### src/rtl/serial_add_seq_if.sv
// Operand/result handshake bundle for the serial add/subtract sequencer.
// Latency: none (wires only).
// Backpressure: carries in_valid/in_ready and out_valid/out_ready pairs; no buffering.
//
// Signals:
//   in_valid  / in_ready   operand pair handshake (producer -> sequencer)
//   op_sub, a_in, b_in     operation select and operands, sampled on accept
//   out_valid / out_ready  result handshake (sequencer -> consumer)
//   sum_out, carry_out,    registered result, final carry, signed overflow
//   ovf_out
//   busy                   sequencer is working on or holding a result
interface serial_add_seq_if #(
    parameter int WIDTH = 4
);
    logic             in_valid;
    logic             in_ready;
    logic             op_sub;
    logic [WIDTH-1:0] a_in;
    logic [WIDTH-1:0] b_in;
    logic             out_valid;
    logic             out_ready;
    logic [WIDTH-1:0] sum_out;
    logic             carry_out;
    logic             ovf_out;
    logic             busy;

    // Producer/consumer side.
    modport master (
        output in_valid, op_sub, a_in, b_in, out_ready,
        input  in_ready, out_valid, sum_out, carry_out, ovf_out, busy
    );

    // Sequencer side.
    modport slave (
        input  in_valid, op_sub, a_in, b_in, out_ready,
        output in_ready, out_valid, sum_out, carry_out, ovf_out, busy
    );
endinterface

### src/rtl/serial_add_seq.sv
// Bit-serial add/subtract sequencer: one WIDTH-bit operand pair in, one result out, one bit per clock.
// Latency: out_valid rises WIDTH edges after the operand-accept edge; one result per WIDTH+2 cycles.
// Backpressure: in_ready only in IDLE; result held in DONE until out_valid & out_ready.
//
// Ports:
//   clk    rising-edge clock
//   reset  synchronous, active-high; aborts any operation in flight
//   bus    slave side of serial_add_seq_if (operand and result handshakes, busy)
module serial_add_seq #(
    parameter int WIDTH = 4
) (
    input  logic            clk,
    input  logic            reset,
    serial_add_seq_if.slave bus
);

    localparam int CNT_W = (WIDTH > 2) ? $clog2(WIDTH) : 1;
    localparam logic [CNT_W-1:0] LAST_BIT = CNT_W'(WIDTH - 1);

    typedef enum logic [1:0] {
        S_IDLE = 2'd0,
        S_RUN  = 2'd1,
        S_DONE = 2'd2
    } state_t;

    state_t           state_q,  state_d;
    logic [CNT_W-1:0] cnt_q,    cnt_d;
    logic             carry_q,  carry_d;
    logic [WIDTH-1:0] a_sh_q,   a_sh_d;
    logic [WIDTH-1:0] b_sh_q,   b_sh_d;
    logic [WIDTH-1:0] res_sh_q, res_sh_d;
    logic [WIDTH-1:0] sum_q,    sum_d;
    logic             cout_q,   cout_d;
    logic             ovf_q,    ovf_d;

    // The single full-adder cell every bit passes through.
    logic bit_sum;
    logic bit_cout;

    always_comb begin
        bit_sum  = a_sh_q[0] ^ b_sh_q[0] ^ carry_q;
        bit_cout = (a_sh_q[0] & b_sh_q[0]) |
                   (a_sh_q[0] & carry_q)   |
                   (b_sh_q[0] & carry_q);
    end

    always_ff @(posedge clk) begin
        if (reset) begin
            state_q  <= S_IDLE;
            cnt_q    <= '0;
            carry_q  <= 1'b0;
            a_sh_q   <= '0;
            b_sh_q   <= '0;
            res_sh_q <= '0;
            sum_q    <= '0;
            cout_q   <= 1'b0;
            ovf_q    <= 1'b0;
        end else begin
            state_q  <= state_d;
            cnt_q    <= cnt_d;
            carry_q  <= carry_d;
            a_sh_q   <= a_sh_d;
            b_sh_q   <= b_sh_d;
            res_sh_q <= res_sh_d;
            sum_q    <= sum_d;
            cout_q   <= cout_d;
            ovf_q    <= ovf_d;
        end
    end

    always_comb begin
        state_d  = state_q;
        cnt_d    = cnt_q;
        carry_d  = carry_q;
        a_sh_d   = a_sh_q;
        b_sh_d   = b_sh_q;
        res_sh_d = res_sh_q;
        sum_d    = sum_q;
        cout_d   = cout_q;
        ovf_d    = ovf_q;

        unique case (state_q)
            S_IDLE: begin
                if (bus.in_valid) begin
                    // Subtraction is a + ~b + 1: invert B here and seed the carry with 1.
                    a_sh_d  = bus.a_in;
                    b_sh_d  = bus.op_sub ? ~bus.b_in : bus.b_in;
                    carry_d = bus.op_sub;
                    cnt_d   = '0;
                    state_d = S_RUN;
                end
            end

            S_RUN: begin
                carry_d  = bit_cout;
                a_sh_d   = a_sh_q >> 1;
                b_sh_d   = b_sh_q >> 1;
                res_sh_d = {bit_sum, res_sh_q[WIDTH-1:1]};
                cnt_d    = cnt_q + 1'b1;
                if (cnt_q == LAST_BIT) begin
                    // This cycle processes the MSB: carry_q is the carry into it,
                    // bit_cout the carry out of it.
                    sum_d   = {bit_sum, res_sh_q[WIDTH-1:1]};
                    cout_d  = bit_cout;
                    ovf_d   = carry_q ^ bit_cout;
                    cnt_d   = '0;
                    state_d = S_DONE;
                end
            end

            S_DONE: begin
                if (bus.out_ready) begin
                    state_d = S_IDLE;
                end
            end

            default: begin
                state_d = S_IDLE;
            end
        endcase
    end

    // Handshake outputs are pure state decodes; result outputs come straight from flops.
    always_comb begin
        bus.in_ready  = (state_q == S_IDLE);
        bus.out_valid = (state_q == S_DONE);
        bus.busy      = (state_q != S_IDLE);
        bus.sum_out   = sum_q;
        bus.carry_out = cout_q;
        bus.ovf_out   = ovf_q;
    end

endmodule

### src/flat_wrapper.sv
// flat-port wrapper written by rule: the top's interface ports become plain ports
module serial_add_seq_flat 
#(
    parameter int WIDTH = 4
)
  (clk, reset, bus_in_valid, bus_op_sub, bus_a_in, bus_b_in, bus_out_ready, bus_in_ready, bus_out_valid, bus_sum_out, bus_carry_out, bus_ovf_out, bus_busy);
  serial_add_seq_if #(.WIDTH(WIDTH)) bus_i ();
  input  logic clk;
  input  logic reset;
  input wire logic [$bits(bus_i.in_valid)-1:0] bus_in_valid;
  input wire logic [$bits(bus_i.op_sub)-1:0] bus_op_sub;
  input wire logic [$bits(bus_i.a_in)-1:0] bus_a_in;
  input wire logic [$bits(bus_i.b_in)-1:0] bus_b_in;
  input wire logic [$bits(bus_i.out_ready)-1:0] bus_out_ready;
  output wire logic [$bits(bus_i.in_ready)-1:0] bus_in_ready;
  output wire logic [$bits(bus_i.out_valid)-1:0] bus_out_valid;
  output wire logic [$bits(bus_i.sum_out)-1:0] bus_sum_out;
  output wire logic [$bits(bus_i.carry_out)-1:0] bus_carry_out;
  output wire logic [$bits(bus_i.ovf_out)-1:0] bus_ovf_out;
  output wire logic [$bits(bus_i.busy)-1:0] bus_busy;
  assign bus_i.in_valid = bus_in_valid;
  assign bus_i.op_sub = bus_op_sub;
  assign bus_i.a_in = bus_a_in;
  assign bus_i.b_in = bus_b_in;
  assign bus_i.out_ready = bus_out_ready;
  assign bus_in_ready = bus_i.in_ready;
  assign bus_out_valid = bus_i.out_valid;
  assign bus_sum_out = bus_i.sum_out;
  assign bus_carry_out = bus_i.carry_out;
  assign bus_ovf_out = bus_i.ovf_out;
  assign bus_busy = bus_i.busy;
  serial_add_seq #(.WIDTH(WIDTH)) u_core (.clk(clk), .reset(reset), .bus(bus_i));
endmodule
### config.mk
export PLATFORM = sky130hd
export DESIGN_NAME = serial_add_seq_flat
export DESIGN_NICKNAME = d
export VERILOG_FILES = /design/src/rtl/serial_add_seq_if.sv /design/src/rtl/serial_add_seq.sv /design/src/flat_wrapper.sv
export SDC_FILE = /design/constraint.sdc
export NUM_CORES = 1
export LEC_CHECK = 0
export CORE_UTILIZATION = 50
export CTS_CLUSTER_SIZE = 14
export DETAILED_ROUTE_END_ITERATION = 6
export GPL_ROUTABILITY_DRIVEN = 0
export PLACE_DENSITY = 0.75
export SLEW_MARGIN = 5
export SYNTH_ARGS = -nofsm -noshare
export SYNTH_HDL_FRONTEND = slang
export SYNTH_SLANG_ARGS = --single-unit
### constraint.sdc
create_clock -name clk -period 2.2 [get_ports clk]
set_input_delay 0.44 -clock clk [delete_from_list [all_inputs] [get_ports clk]]
set_output_delay 0.44 -clock clk [all_outputs]
set_load 0.005 [all_outputs]
==> run summary <==
ROUTE
--------------------------------------------------------------------------------------------------
Detailed Routing Iterations Pass 1                                                               4
Detailed-routed wire length on met2                                                        1070 um
Antenna-violating nets left                                                                      0
Average routed wire per standard cell                                                      12.7 um
Via density                                                                                   5.24
Routed length on met1                                                                       862 um
Post-route DRC violation count                                                                   0
Detail Route met3 WL                                                                         66 um
Overall via count from detail_route                                                            828
Top routing layer in use                                                                      met4
Detailed Route Iter0 Violations                                                                 30
Final wirelength                                                                           2010 um

CLOCK TREE
--------------------------------------------------------------------------------------------------
Setup repair bufs after CTS                                                                      0
Hold-fix buffer count after cts                                                                  0
Clock tree from TritonCTS                                                                    built
# resized after CTS                                                                              0
Clock insertion delay at the later pin of the skew report                                  0.30 ns
Maximum buffer depth of the clock tree                                                           2
Clock buffer count from CTS                                                                      3
Clock tree root driver cell                                                           sky130_fd_sc_hd__clkbuf_4
H-tree lvl count                                                                                 1
Clock transition time at the flip-flop clock pins of the worst setup and hold paths        0.12 ns
Clock sink total                                                                                22

GLOBAL ROUTING
--------------------------------------------------------------------------------------------------
Total congestion overflow                                                                        0
First-pass GRT wire length                                                                 3170 um
Total track usage                                                                            20.8%
Number of antenna violations at the first check in global routing                                0
Largest net degree at the start of global routing                                               16
Vias in the first global route                                                                 720

STA
--------------------------------------------------------------------------------------------------
Minimum period implied by the final worst setup slack                                      1.89 ns
Total setup violations reported at the end of the flow                                           0
Transition time at the pin with the least slew margin                                     0.360 ns
Fin. Hold Viols                                                                                  0
Slew headroom                                                                                75.9%
Slew Viols, Final                                                                                0
Final clock skew                                                                        0.00706 ns
Maximum clock rate                                                                         530 MHz
Setup repair after global routing missed its margin                                          false
Setup tns final                                                                               0 ns
Ratio of final minimum period to clock period                                                85.7%

LOGIC SYNTHESIS
--------------------------------------------------------------------------------------------------
Netlist area before placement                                                             1050 um2
Synth Area per Inst                                                                       9.45 um2
Synthesized netlist cell count                                                                 111
Register bit total from synthesis                                                               22
Post-synth net total                                                                           126
Unique cell type count in the Yosys netlist                                                     28
Proportion of synthesized chip area in sequential cells                                      42.0%
Share of the synthesized area in the top cell type                                           42.0%
Library cell with the largest summed area after synthesis                             sky130_fd_sc_hd__dfxtp_1
Synth Warn #                                                                                     0
Synth top area cells                                                                  sky130_fd_sc_hd__dfxtp_1 42%, sky130_fd_sc_hd__nor2_1 6.4%, sky130_fd_sc_hd__a21oi_1 5.7%

CELLS AND AREA
--------------------------------------------------------------------------------------------------
Most used cells in the layout excluding fill and tap cells                            22 x sky130_fd_sc_hd__dfxtp_1, 21 x sky130_fd_sc_hd__clkdlybuf4s50_1, 18 x sky130_fd_sc_hd__nor2_1
Filler Cells Inserted                                                                          189
Multi-input gate area in the final layout                                                  539 um2
Most common cell after layout, fill and taps aside                                    sky130_fd_sc_hd__dfxtp_1
Diodes inserted                                                                                  0
Final-stage net count                                                                          147
Fraction of final layout cells sized beyond drive strength 1                                 12.2%
Layout-stage area growth over the synthesis result                                           23.7%
Util after Layout                                                                            66.1%
Reg area                                                                                   440 um2

DIE
--------------------------------------------------------------------------------------------------
Boundary Pins                                                                                   22
Std cell rows                                                                                   16
Core Area                                                                                 1960 um2
Die area                                                                                  2280 um2
Horizontal extent of the die                                                               47.8 um
Initial standard-cell utilization of the core                                                53.4%
Floorplan die height                                                                       47.8 um

CRITICAL PATH
--------------------------------------------------------------------------------------------------
Worst setup SP type                                                                       register
Start of the worst register-to-register path                                          u_core.state_q[0]
Cells on worst reg2reg path                                                                      4
Instance count on the critical path                                                              2
Startpoint of the most critical setup path                                            u_core.state_q[0]
Destination of the critical timing path                                               bus_in_ready
Register-to-register path setup slack                                                      0.71 ns
Capturing point of the worst reg2reg path                                             u_core.carry_q
Critical path capture point type                                                        output pin
Worst setup path class                                                                register to output pin
Biggest fanout along the worst timing path                                                       4
Required time of the critical path                                                         1.76 ns
Buffers and inverters on the worst path                                                          1
Slowest CP cell                                                                       sky130_fd_sc_hd__clkdlybuf4s50_1
Peak per-stage delay on the critical path                                                  0.56 ns
Kind of cell adding the most delay to the critical path                               buffers and inverters
CP Cell Sequence                                                                      nor2_1, clkdlybuf4s50_1
Worst Path Arrival                                                                         1.45 ns

HOLD PATH
--------------------------------------------------------------------------------------------------
Type of the most critical hold path                                                   register to register

PLACE
--------------------------------------------------------------------------------------------------
IO buf count                                                                                    21
HPWL reported at the end of detailed placement                                             1510 um

POWER
--------------------------------------------------------------------------------------------------
Worst IR Drop VDD                                                                         0.276 mV
Leakage power                                                                          0.000522 uW
Total design power                                                                          777 uW
Power density of the placed cells                                                       599 nW/um2

RUN STATUS
--------------------------------------------------------------------------------------------------
Run status                                                                            finished, final reports clean

JOB
--------------------------------------------------------------------------------------------------
Max-cap violation count                                                                          0

[synth_stat cells]
cell and instances:
sky130_fd_sc_hd__mux2i_1 4, sky130_fd_sc_hd__nor2_1 18, sky130_fd_sc_hd__nand3b_4 1, sky130_fd_sc_hd__nor2b_4 1
sky130_fd_sc_hd__clkbuf_1 2, sky130_fd_sc_hd__buf_2 1, sky130_fd_sc_hd__buf_4 2, sky130_fd_sc_hd__buf_6 2
sky130_fd_sc_hd__and2b_1 1, sky130_fd_sc_hd__o21ba_2 1, sky130_fd_sc_hd__o21bai_4 1, sky130_fd_sc_hd__nor3_1 2
sky130_fd_sc_hd__xor2_1 5, sky130_fd_sc_hd__nand2b_1 4, sky130_fd_sc_hd__inv_1 4, sky130_fd_sc_hd__a222oi_1 3
sky130_fd_sc_hd__nand3_1 5, sky130_fd_sc_hd__a22oi_1 4, sky130_fd_sc_hd__fa_1 1, sky130_fd_sc_hd__buf_1 1
sky130_fd_sc_hd__nand2_1 5, sky130_fd_sc_hd__nor3b_4 1, sky130_fd_sc_hd__a21oi_1 12, sky130_fd_sc_hd__or3b_1 3
sky130_fd_sc_hd__ha_1 1, sky130_fd_sc_hd__o221a_2 1, sky130_fd_sc_hd__nor3_2 3, sky130_fd_sc_hd__dfxtp_1 22
[worst reg2reg max path, stage by stage, from the launching register on]
cell,delay [ns]
sky130_fd_sc_hd__dfxtp_1,0.43
sky130_fd_sc_hd__buf_4,0.24
sky130_fd_sc_hd__nor2b_4,0.38
sky130_fd_sc_hd__inv_1,0.08
sky130_fd_sc_hd__o221a_2,0.27
[per-stage QoR]
step                      cell area [um2]  setup slack, ns  instances  hold slack [ns]
after CTS                            1300            0.299        158            0.463
final                                1300            0.314        158            0.461
after detailed placement             1260            0.327        154            0.446
after floorplan                      1050            0.942        111            0.443
after global placement               1260            0.379        154            0.442
after global routing                 1300            0.258        158            0.488
[report_power, final]
group	switching (uW)	total (uW)	leakage [uW]	internal, uW
Combinational	58.7	126	0.000321	67.5
Sequential	14.3	431	0.000180	417
Clock	119	219	0.0000210	101
[cells by family (layout without fill, tap and decap cells)]
logic type               count (synthesis)  count (layout)  synth area share [%]
buffers and inverters                   12              32                  6.56
adder cells (fa/ha/maj)                  2               2                  3.10
flip-flops                              22              22                  42.0
XOR/XNOR                                 5               5                  4.18
AND/OR/NAND/NOR                         44              44                  25.1
multiplexers                             4               4                  3.82
AO/OA/AOI/OAI                           22              22                  15.3
[worst min-delay path by stage]
stage	startpoint	endpoint	slack, ns	depth (start not counted)
floorplan	u_core.res_sh_q[1]	u_core.bus.sum_out[0]	0.44	2
global placement	u_core.bus.sum_out[3]	u_core.bus.sum_out[3]	0.44	2
detailed placement	u_core.bus.sum_out[2]	u_core.bus.sum_out[2]	0.45	2
CTS	u_core.bus.sum_out[2]	u_core.bus.sum_out[2]	0.46	2
global route	u_core.bus.sum_out[2]	u_core.bus.sum_out[2]	0.49	2
finish	u_core.bus.sum_out[2]	u_core.bus.sum_out[2]	0.46	2
[layer usage]
metal	vias to the layer above	GRT usage, %
li1	421	-
met1	388	24.7
met2	17	36.2
met3	2	4.53
met4	0	8.33
met5	-	0
[area by class of cell]
type	instances	area share (%)
multi-input combinational	77	41.6
tap	27	2.60
sequential	22	33.9
inverter	4	1.16
clock buffer	4	2.80
timing repair buffer	24	17.9
[flip-flops by register name (all words and copies together) (netlist names)]
register,count
u_core.res_sh_q,3
u_core.bus.sum_out,4
u_core.state_q,2
u_core.bus.ovf_out,1
u_core.carry_q,1
u_core.b_sh_q,4
u_core.bus.carry_out,1
u_core.a_sh_q,4
u_core.cnt_q,2
No activity file was read; power rests on OpenSTA's default activity.
